--- config.mk ---
export PLATFORM = sky130hd
export DESIGN_NAME = fp_unit_arbiter_flat
export DESIGN_NICKNAME = d
export VERILOG_FILES = /design/src/rtl/fp_arb_pkg.sv /design/src/rtl/fp_unit_arbiter_if.sv /design/src/rtl/fp_unit_arbiter_rr_pick.sv /design/src/rtl/fp_unit_arbiter.sv /design/src/flat_wrapper.sv
export SDC_FILE = /design/constraint.sdc
export NUM_CORES = 1
export LEC_CHECK = 0
export CAP_MARGIN = 10
export CELL_PAD_IN_SITES_DETAIL_PLACEMENT = 1
export CELL_PAD_IN_SITES_GLOBAL_PLACEMENT = 2
export CORE_AREA = 2 2 247 249
export CTS_BUF_LIST = sky130_fd_sc_hd__clkbuf_4 sky130_fd_sc_hd__clkbuf_8 sky130_fd_sc_hd__clkbuf_16
export CTS_CLUSTER_DIAMETER = 60
export DETAILED_ROUTE_END_ITERATION = 7
export DIE_AREA = 0 0 249 251
export GPL_TIMING_DRIVEN = 0
export HOLD_SLACK_MARGIN = 0.15
export PLACE_DENSITY_LB_ADDON = 0.2
export SYNTH_ARGS = -nofsm -noshare
export SYNTH_HDL_FRONTEND = slang
export SYNTH_HIERARCHICAL = 1
export SYNTH_SLANG_ARGS = --single-unit
export TNS_END_PERCENT = 100
--- constraint.sdc ---
create_clock -name clk -period 3.3 [get_ports clk]
set_input_delay 0.66 -clock clk [delete_from_list [all_inputs] [get_ports clk]]
set_output_delay 0.66 -clock clk [all_outputs]
set_load 0.05 [all_outputs]
--- src/rtl/fp_arb_pkg.sv ---
// Shared types and helpers for the floating-point unit arbiter.
// Holds the FSM state encoding and the rotating-priority pick function.
package fp_arb_pkg;

    typedef enum logic [1:0] {
        IDLE  = 2'd0,
        ISSUE = 2'd1,
        WAIT  = 2'd2,
        RESP  = 2'd3
    } arb_state_e;

    localparam int DW_DEF  = 32;
    localparam int MAX_REQ = 8;

    // Returns {found, index} of the first set bit scanning ptr, ptr+1, ... modulo n.
    // Scans from the farthest offset down so the nearest hit overwrites the rest.
    function automatic logic [3:0] rot_pick(input logic [MAX_REQ-1:0] req,
                                            input logic [2:0]         ptr,
                                            input int                 n);
        logic [3:0] res;
        int         j;
        logic [2:0] jj;
        res = '0;
        for (int k = MAX_REQ - 1; k >= 0; k--) begin
            if (k < n) begin
                j = int'(ptr) + k;
                if (j >= n) j = j - n;
                jj = 3'(j);
                if (req[jj]) res = {1'b1, jj};
            end
        end
        return res;
    endfunction

endpackage

--- src/rtl/fp_unit_arbiter_if.sv ---
// Requester-side bus of the FP unit arbiter: per-requester request/operands
// and the shared valid/ready response channel.
interface fp_unit_arbiter_if #(
    parameter int NREQ = 4,
    parameter int DW   = 32
);
    localparam int IDW = $clog2(NREQ);

    logic [NREQ-1:0]    req_valid;
    logic [NREQ-1:0]    req_ready;
    logic [NREQ*DW-1:0] req_op_1;
    logic [NREQ*DW-1:0] req_op_2;
    logic [NREQ*DW-1:0] req_op_3;
    logic               rsp_valid;
    logic [IDW-1:0]     rsp_id;
    logic [DW-1:0]      rsp_data_1;
    logic [DW-1:0]      rsp_data_2;
    logic               rsp_ready;

    modport slave (
        input  req_valid, req_op_1, req_op_2, req_op_3, rsp_ready,
        output req_ready, rsp_valid, rsp_id, rsp_data_1, rsp_data_2
    );

    modport master (
        output req_valid, req_op_1, req_op_2, req_op_3, rsp_ready,
        input  req_ready, rsp_valid, rsp_id, rsp_data_1, rsp_data_2
    );

endinterface

--- src/rtl/fp_unit_arbiter_rr_pick.sv ---
// Combinational requester pick: rotating priority starting at ptr_i, or
// fixed lowest-index priority when FP_ARB_FIXED_PRIO_EN is defined.
module rr_pick
    import fp_arb_pkg::*;
#(
    parameter  int NREQ = 4,
    localparam int IDW  = $clog2(NREQ)
) (
    input  logic [NREQ-1:0] req_i,
    input  logic [IDW-1:0]  ptr_i,
    output logic [NREQ-1:0] gnt_o,
    output logic [IDW-1:0]  idx_o,
    output logic            any_o
);
    logic [3:0] pick;
    logic [2:0] ptr_ext;

`ifdef FP_ARB_FIXED_PRIO_EN
    logic unused_ptr;
    assign unused_ptr = ^ptr_i;
    assign ptr_ext    = 3'd0;
`else
    assign ptr_ext    = 3'(ptr_i);
`endif

    assign pick  = rot_pick(8'(req_i), ptr_ext, NREQ);
    assign any_o = pick[3];
    assign idx_o = IDW'(pick[2:0]);
    assign gnt_o = any_o ? (NREQ'(1) << idx_o) : '0;

endmodule

--- src/rtl/fp_unit_arbiter.sv ---
// Shares one fixed-latency FP unit between NREQ requesters, one operation in flight.
// Build option FP_ARB_FIXED_PRIO_EN selects fixed lowest-index priority instead of round-robin.
module fp_unit_arbiter
    import fp_arb_pkg::*;
#(
    parameter int NREQ = 4,
    parameter int DW   = DW_DEF,
    parameter int LAT  = 2,
    parameter int CNTW = 16
) (
    input  logic                 clk,
    input  logic                 rst_n,
    fp_unit_arbiter_if.slave     bus,
    output logic [DW-1:0]        fpu_in_1,
    output logic [DW-1:0]        fpu_in_2,
    output logic [DW-1:0]        fpu_in_3,
    output logic                 fpu_start,
    input  logic [DW-1:0]        fpu_out_1,
    input  logic [DW-1:0]        fpu_out_2,
    output logic                 busy,
    output logic [CNTW-1:0]      ops_done
);
    localparam int IDW = $clog2(NREQ);

    arb_state_e      state_q, state_d;
    logic [IDW-1:0]  gnt_q, gnt_d;
    logic [DW-1:0]   op1_q, op1_d, op2_q, op2_d, op3_q, op3_d;
    logic [DW-1:0]   res1_q, res1_d, res2_q, res2_d;
    logic [3:0]      cnt_q, cnt_d;
    logic [CNTW-1:0] ops_q, ops_d;
    logic [IDW-1:0]  ptr;
    logic [NREQ-1:0] pick_gnt;
    logic [IDW-1:0]  pick_idx;
    logic            pick_any;

`ifdef FP_ARB_FIXED_PRIO_EN
    assign ptr = '0;
`else
    logic [IDW-1:0] rr_ptr_q, rr_ptr_d;
    assign ptr = rr_ptr_q;
`endif

    rr_pick #(.NREQ(NREQ)) u_pick (
        .req_i (bus.req_valid),
        .ptr_i (ptr),
        .gnt_o (pick_gnt),
        .idx_o (pick_idx),
        .any_o (pick_any)
    );

    always_comb begin
        state_d       = state_q;
        gnt_d         = gnt_q;
        op1_d         = op1_q;
        op2_d         = op2_q;
        op3_d         = op3_q;
        res1_d        = res1_q;
        res2_d        = res2_q;
        cnt_d         = cnt_q;
        ops_d         = ops_q;
`ifndef FP_ARB_FIXED_PRIO_EN
        rr_ptr_d      = rr_ptr_q;
`endif
        bus.req_ready = '0;
        fpu_start     = 1'b0;
        unique case (state_q)
            IDLE: begin
                if (pick_any) begin
                    bus.req_ready = pick_gnt;
                    gnt_d         = pick_idx;
                    op1_d         = bus.req_op_1[pick_idx*DW +: DW];
                    op2_d         = bus.req_op_2[pick_idx*DW +: DW];
                    op3_d         = bus.req_op_3[pick_idx*DW +: DW];
                    state_d       = ISSUE;
                end
            end
            ISSUE: begin
                fpu_start = 1'b1;
                cnt_d     = 4'(LAT);
                // A zero-latency unit answers in the issue cycle itself.
                if (LAT == 0) begin
                    res1_d  = fpu_out_1;
                    res2_d  = fpu_out_2;
                    state_d = RESP;
                end else begin
                    state_d = WAIT;
                end
            end
            WAIT: begin
                cnt_d = cnt_q - 4'd1;
                if (cnt_q == 4'd1) begin
                    res1_d  = fpu_out_1;
                    res2_d  = fpu_out_2;
                    state_d = RESP;
                end
            end
            RESP: begin
                if (bus.rsp_ready) begin
                    ops_d    = ops_q + 1'b1;
`ifndef FP_ARB_FIXED_PRIO_EN
                    rr_ptr_d = (gnt_q == IDW'(NREQ - 1)) ? '0 : gnt_q + 1'b1;
`endif
                    state_d  = IDLE;
                end
            end
            default: state_d = IDLE;
        endcase
    end

    always_ff @(posedge clk or negedge rst_n) begin
        if (!rst_n) begin
            state_q  <= IDLE;
            gnt_q    <= '0;
            op1_q    <= '0;
            op2_q    <= '0;
            op3_q    <= '0;
            res1_q   <= '0;
            res2_q   <= '0;
            cnt_q    <= '0;
            ops_q    <= '0;
`ifndef FP_ARB_FIXED_PRIO_EN
            rr_ptr_q <= '0;
`endif
        end else begin
            state_q  <= state_d;
            gnt_q    <= gnt_d;
            op1_q    <= op1_d;
            op2_q    <= op2_d;
            op3_q    <= op3_d;
            res1_q   <= res1_d;
            res2_q   <= res2_d;
            cnt_q    <= cnt_d;
            ops_q    <= ops_d;
`ifndef FP_ARB_FIXED_PRIO_EN
            rr_ptr_q <= rr_ptr_d;
`endif
        end
    end

    assign fpu_in_1       = op1_q;
    assign fpu_in_2       = op2_q;
    assign fpu_in_3       = op3_q;
    assign bus.rsp_valid  = (state_q == RESP);
    assign bus.rsp_id     = gnt_q;
    assign bus.rsp_data_1 = res1_q;
    assign bus.rsp_data_2 = res2_q;
    assign busy           = (state_q != IDLE);
    assign ops_done       = ops_q;

endmodule

--- src/flat_wrapper.sv ---
// flat-port wrapper written by rule: the top's interface ports become plain ports
module fp_unit_arbiter_flat import fp_arb_pkg::*;
#(
    parameter int NREQ = 4,
    parameter int DW   = DW_DEF,
    parameter int LAT  = 2,
    parameter int CNTW = 16
)
  (clk, rst_n, fpu_in_1, fpu_in_2, fpu_in_3, fpu_start, fpu_out_1, fpu_out_2, busy, ops_done, bus_req_valid, bus_req_op_1, bus_req_op_2, bus_req_op_3, bus_rsp_ready, bus_req_ready, bus_rsp_valid, bus_rsp_id, bus_rsp_data_1, bus_rsp_data_2);
  fp_unit_arbiter_if #(.NREQ(NREQ), .DW(DW)) bus_i ();
  input  logic clk;
  input  logic rst_n;
  output logic [DW-1:0] fpu_in_1;
  output logic [DW-1:0] fpu_in_2;
  output logic [DW-1:0] fpu_in_3;
  output logic fpu_start;
  input  logic [DW-1:0] fpu_out_1;
  input  logic [DW-1:0] fpu_out_2;
  output logic busy;
  output logic [CNTW-1:0] ops_done;
  input wire logic [$bits(bus_i.req_valid)-1:0] bus_req_valid;
  input wire logic [$bits(bus_i.req_op_1)-1:0] bus_req_op_1;
  input wire logic [$bits(bus_i.req_op_2)-1:0] bus_req_op_2;
  input wire logic [$bits(bus_i.req_op_3)-1:0] bus_req_op_3;
  input wire logic [$bits(bus_i.rsp_ready)-1:0] bus_rsp_ready;
  output wire logic [$bits(bus_i.req_ready)-1:0] bus_req_ready;
  output wire logic [$bits(bus_i.rsp_valid)-1:0] bus_rsp_valid;
  output wire logic [$bits(bus_i.rsp_id)-1:0] bus_rsp_id;
  output wire logic [$bits(bus_i.rsp_data_1)-1:0] bus_rsp_data_1;
  output wire logic [$bits(bus_i.rsp_data_2)-1:0] bus_rsp_data_2;
  assign bus_i.req_valid = bus_req_valid;
  assign bus_i.req_op_1 = bus_req_op_1;
  assign bus_i.req_op_2 = bus_req_op_2;
  assign bus_i.req_op_3 = bus_req_op_3;
  assign bus_i.rsp_ready = bus_rsp_ready;
  assign bus_req_ready = bus_i.req_ready;
  assign bus_rsp_valid = bus_i.rsp_valid;
  assign bus_rsp_id = bus_i.rsp_id;
  assign bus_rsp_data_1 = bus_i.rsp_data_1;
  assign bus_rsp_data_2 = bus_i.rsp_data_2;
  fp_unit_arbiter #(.NREQ(NREQ), .DW(DW), .LAT(LAT), .CNTW(CNTW)) u_core (.clk(clk), .rst_n(rst_n), .bus(bus_i), .fpu_in_1(fpu_in_1), .fpu_in_2(fpu_in_2), .fpu_in_3(fpu_in_3), .fpu_start(fpu_start), .fpu_out_1(fpu_out_1), .fpu_out_2(fpu_out_2), .busy(busy), .ops_done(ops_done));
endmodule
==> qor.txt <==
RSZ-0062 raised after global routing: yes
top-count cell post-synth: dfrtp_1
setup ws final: 65.9 ps
crit-path max FO: 5
first-pass iteration count of the detailed router: 6
worst slew pin tran: 824 ps
CTS sink cnt: 186
kind of critical path: reg2out
failing checks: DRC
CTS tree: yes
Critical Path RT: 2640 ps
EDFF count, synth: 0
PD cells: 1070 nW/um^2
# setup viols final: 0
simple-gate area share of the yosys netlist: 0.0304
largest net degree at the start of global routing: 96
Post-Syn Nets: 1069
first-pass GRT wire length: 68100 microns
vias per cell: 4.03
Combinational Power Share: 0.674
Seq. cell area: 4650 sq um
WL/cell: 23.5 microns
gr usage total: 0.155
Nets: 1734
syn avg cell area: 16.0 sq um
max-cap check violation count: 0
Die Y: 251 microns
Layout Skew: 12.3 ps
Reg clk slew, reported paths: 80 ps
total gr overflow: 0
Sequential Power Share: 0.208
maximum clock rate: 0.309 GHz
run status: finished with violations
post-synth top area cell: dfrtp_1
xor and xnor fraction of the mapped netlist area: 0.0135
post-route ant nets: 0
fillcell total: 6437
Seq/Total Area, Yosys: 0.479
detailed placement HPWL: 40900 microns
Synth Cell Area: 9710 sq um
HP Class: in2async
floorplan core area: 59800 sq um
clock tree buffer depth: 2
main combinational cell family by area after synthesis: multiplexers
Area growth, synth to finish: 84.6%
post-synthesis mux area share: 0.425
top cells by area, synth: dfrtp_1 48%, mux4_2 23%, mux2_2 19%
Starting Density: 0.162
switching share of power: 0.476
via count: 8338
Startpoint Class: flip-flop
Post-synth ARST share: 1.00
final slew viol count: 0
post-synth top area share: 0.479
Top FF cell, synth: dfrtp_1
Final min period: 3230 ps
clock latency on the worst-skew pair: 490 ps
Routed WL: 48600 microns
initial antenna violation count: 17
pre-CTS WS: -1180 ps
Layout Cells excl Fill: 2070
Clock Power Share: 0.118
cts hold-fix bufs: 0
endpoints failing hold: 0
Worst R2R Setup Slack: 160 ps
net load switching power: 9.12 mW
post-synthesis adder-cell area fraction: 0.0116
DRC violations left: 2
Synth Area in Compound Gates: 0.0107
Num CTS Buffers: 17
Leakage: 6.92 nW
Placer Congestion: 0.777
Cell Count Post-Placement: 2027
share of cells above drive strength 1: 0.276
Unique masters post-synth: 41
Yosys warning total: 6
Worst EP arrival: 2570 ps
vias in the first global route: 9398
internal power: 10.1 mW
Syn Inst Count: 605
H-tree depth: 4
CTS root buffer: clkbuf_16
Yosys reg bits: 186
area of the multi-input gates: 4820 sq um
VDD IR max: 0.376 mV
period utilisation layout: 0.980
Die X: 249 microns
DRT iter0 DRCs: 199
Ports: 640
Port Buffers: 639
Crit. End Element: output pin
die footprint: 62500 sq um
Slew Limit Headroom: 0.451
row count: 90
Synth top cells by count: 186 x dfrtp_1, 168 x mux2_2, 97 x mux4_2
==> registers in the layout, summed over array words and instances, names as in the netlist <==
register / cells
u_core/cnt_q: 4
u_core/bus.rsp_data_1: 32
u_core/bus.rsp_id: 2
u_core/fpu_in_1: 32
u_core/fpu_in_2: 32
u_core/ops_done: 16
u_core/ptr: 2
u_core/fpu_in_3: 32
u_core/bus.rsp_data_2: 32
u_core/state_q: 2
==> timing repair <==
| action | CTS | global route |
|---|---|---|
| buffers inserted | 4 | 2 |
| setup endpoints to repair | 101 | 74 |
| pin swaps | 1 | 4 |
| resized for setup | 42 | 30 |
==> power groups by stage <==
stage | registers (mW) | clock network [mW] | logic (mW)
2_1_floorplan | 7.60 | 0 | 4.59
3_3_place_gp | 4.00 | 0 | 12.9
3_5_place_dp | 4.04 | 0 | 13.0
4_1_cts | 4.00 | 2.41 | 13.1
5_1_grt | 4.15 | 2.49 | 13.6
6_report | 3.98 | 2.26 | 12.9
==> critical path, cell delays in order (launching register included) <==
cell     delay [ps]
dfrtp_1         370
buf_6           140
buf_12          110
mux4_2          520
o21a_1          200
mux2i_2         160
buf_6           150
and2_4          130
and3_4          180
buf_8           140
==> layer usage <==
layer,GRT usage,part of all wire,vias up
met3,0.0650,0.085,65
met1,0.157,0.35,4201
met2,0.283,0.53,385
met5,0,0.0024,-
met4,0.0584,0.030,18
li1,-,-,3669
==> layout make-up <==
| class | count | share of cell area |
|---|---|---|
| clock buffers | 17 | 0.0237 |
| multi-input cells | 367 | 0.269 |
| inverters | 10 | 0.00223 |
| well taps | 782 | 0.0546 |
| plain buffers | 42 | 0.0160 |
| flip-flops and latches | 186 | 0.260 |
| diodes | 5 | 0.000698 |
| clock inverters | 15 | 0.0112 |
| repair buffers | 646 | 0.363 |
==> cell families after synthesis <==
group / after synthesis
multiplexers: 270
flip-flops: 186
AND/OR/NAND/NOR: 57
buffers and inverters: 52
AO/OA/AOI/OAI: 16
XOR/XNOR: 15
adder cells (fa/ha/maj): 9
==> per-stage QoR <==
stage                     instance area (sq um)  hold slack (ps)  total power [mW]  setup TNS, ps  utilization
after global placement                    17100              466              16.9       -1489880        0.286
final                                     17900              184              19.2              0        0.300
after detailed placement                  17100              471              17.0         -75760        0.286
after floorplan                            9710              364              12.2              0            -
after CTS                                 17800              215              19.6          -22.3        0.298
after global routing                      17900              217              20.2           -157        0.299
==> path summary, 6_finish.rpt <==
check | end | cells past startpoint | from
worst min-delay path | u_core/fpu_in_2[6] | 1 | rst_n
worst min register to register | u_core/ops_done[15] | 1 | u_core/ops_done[15]
min in group clk | u_core/ops_done[15] | 1 | u_core/ops_done[15]
worst max register to register | u_core/fpu_in_3[19] | 11 | u_core/ptr[0]
worst max-delay path | bus_req_ready[3] | 9 | u_core/ptr[0]
max in group asynchronous | u_core/fpu_in_2[22] | 2 | rst_n
==> cell usage in the layout (no fill, tap or decap), types with 3 or more instances in the layout <==
master,count
xnor2_1,11
inv_1,9
inv_8,6
dfrtp_1,186
mux2_2,167
buf_8,6
ha_1,8
buf_6,6
clkbuf_4,6
buf_4,7
o21ai_0,5
nor2_1,9
xor2_1,4
nor3_1,3
nand2_1,17
mux2i_1,4
diode_2,5
nand3_1,3
clkbuf_16,17
clkdlybuf4s50_1,630
clkinvlp_4,3
clkbuf_2,5
buf_2,13
and3_1,4
dlygate4sd2_1,3
mux4_2,97
clkbuf_1,6
nand4_1,7
(Power assumes the default switching activity.)
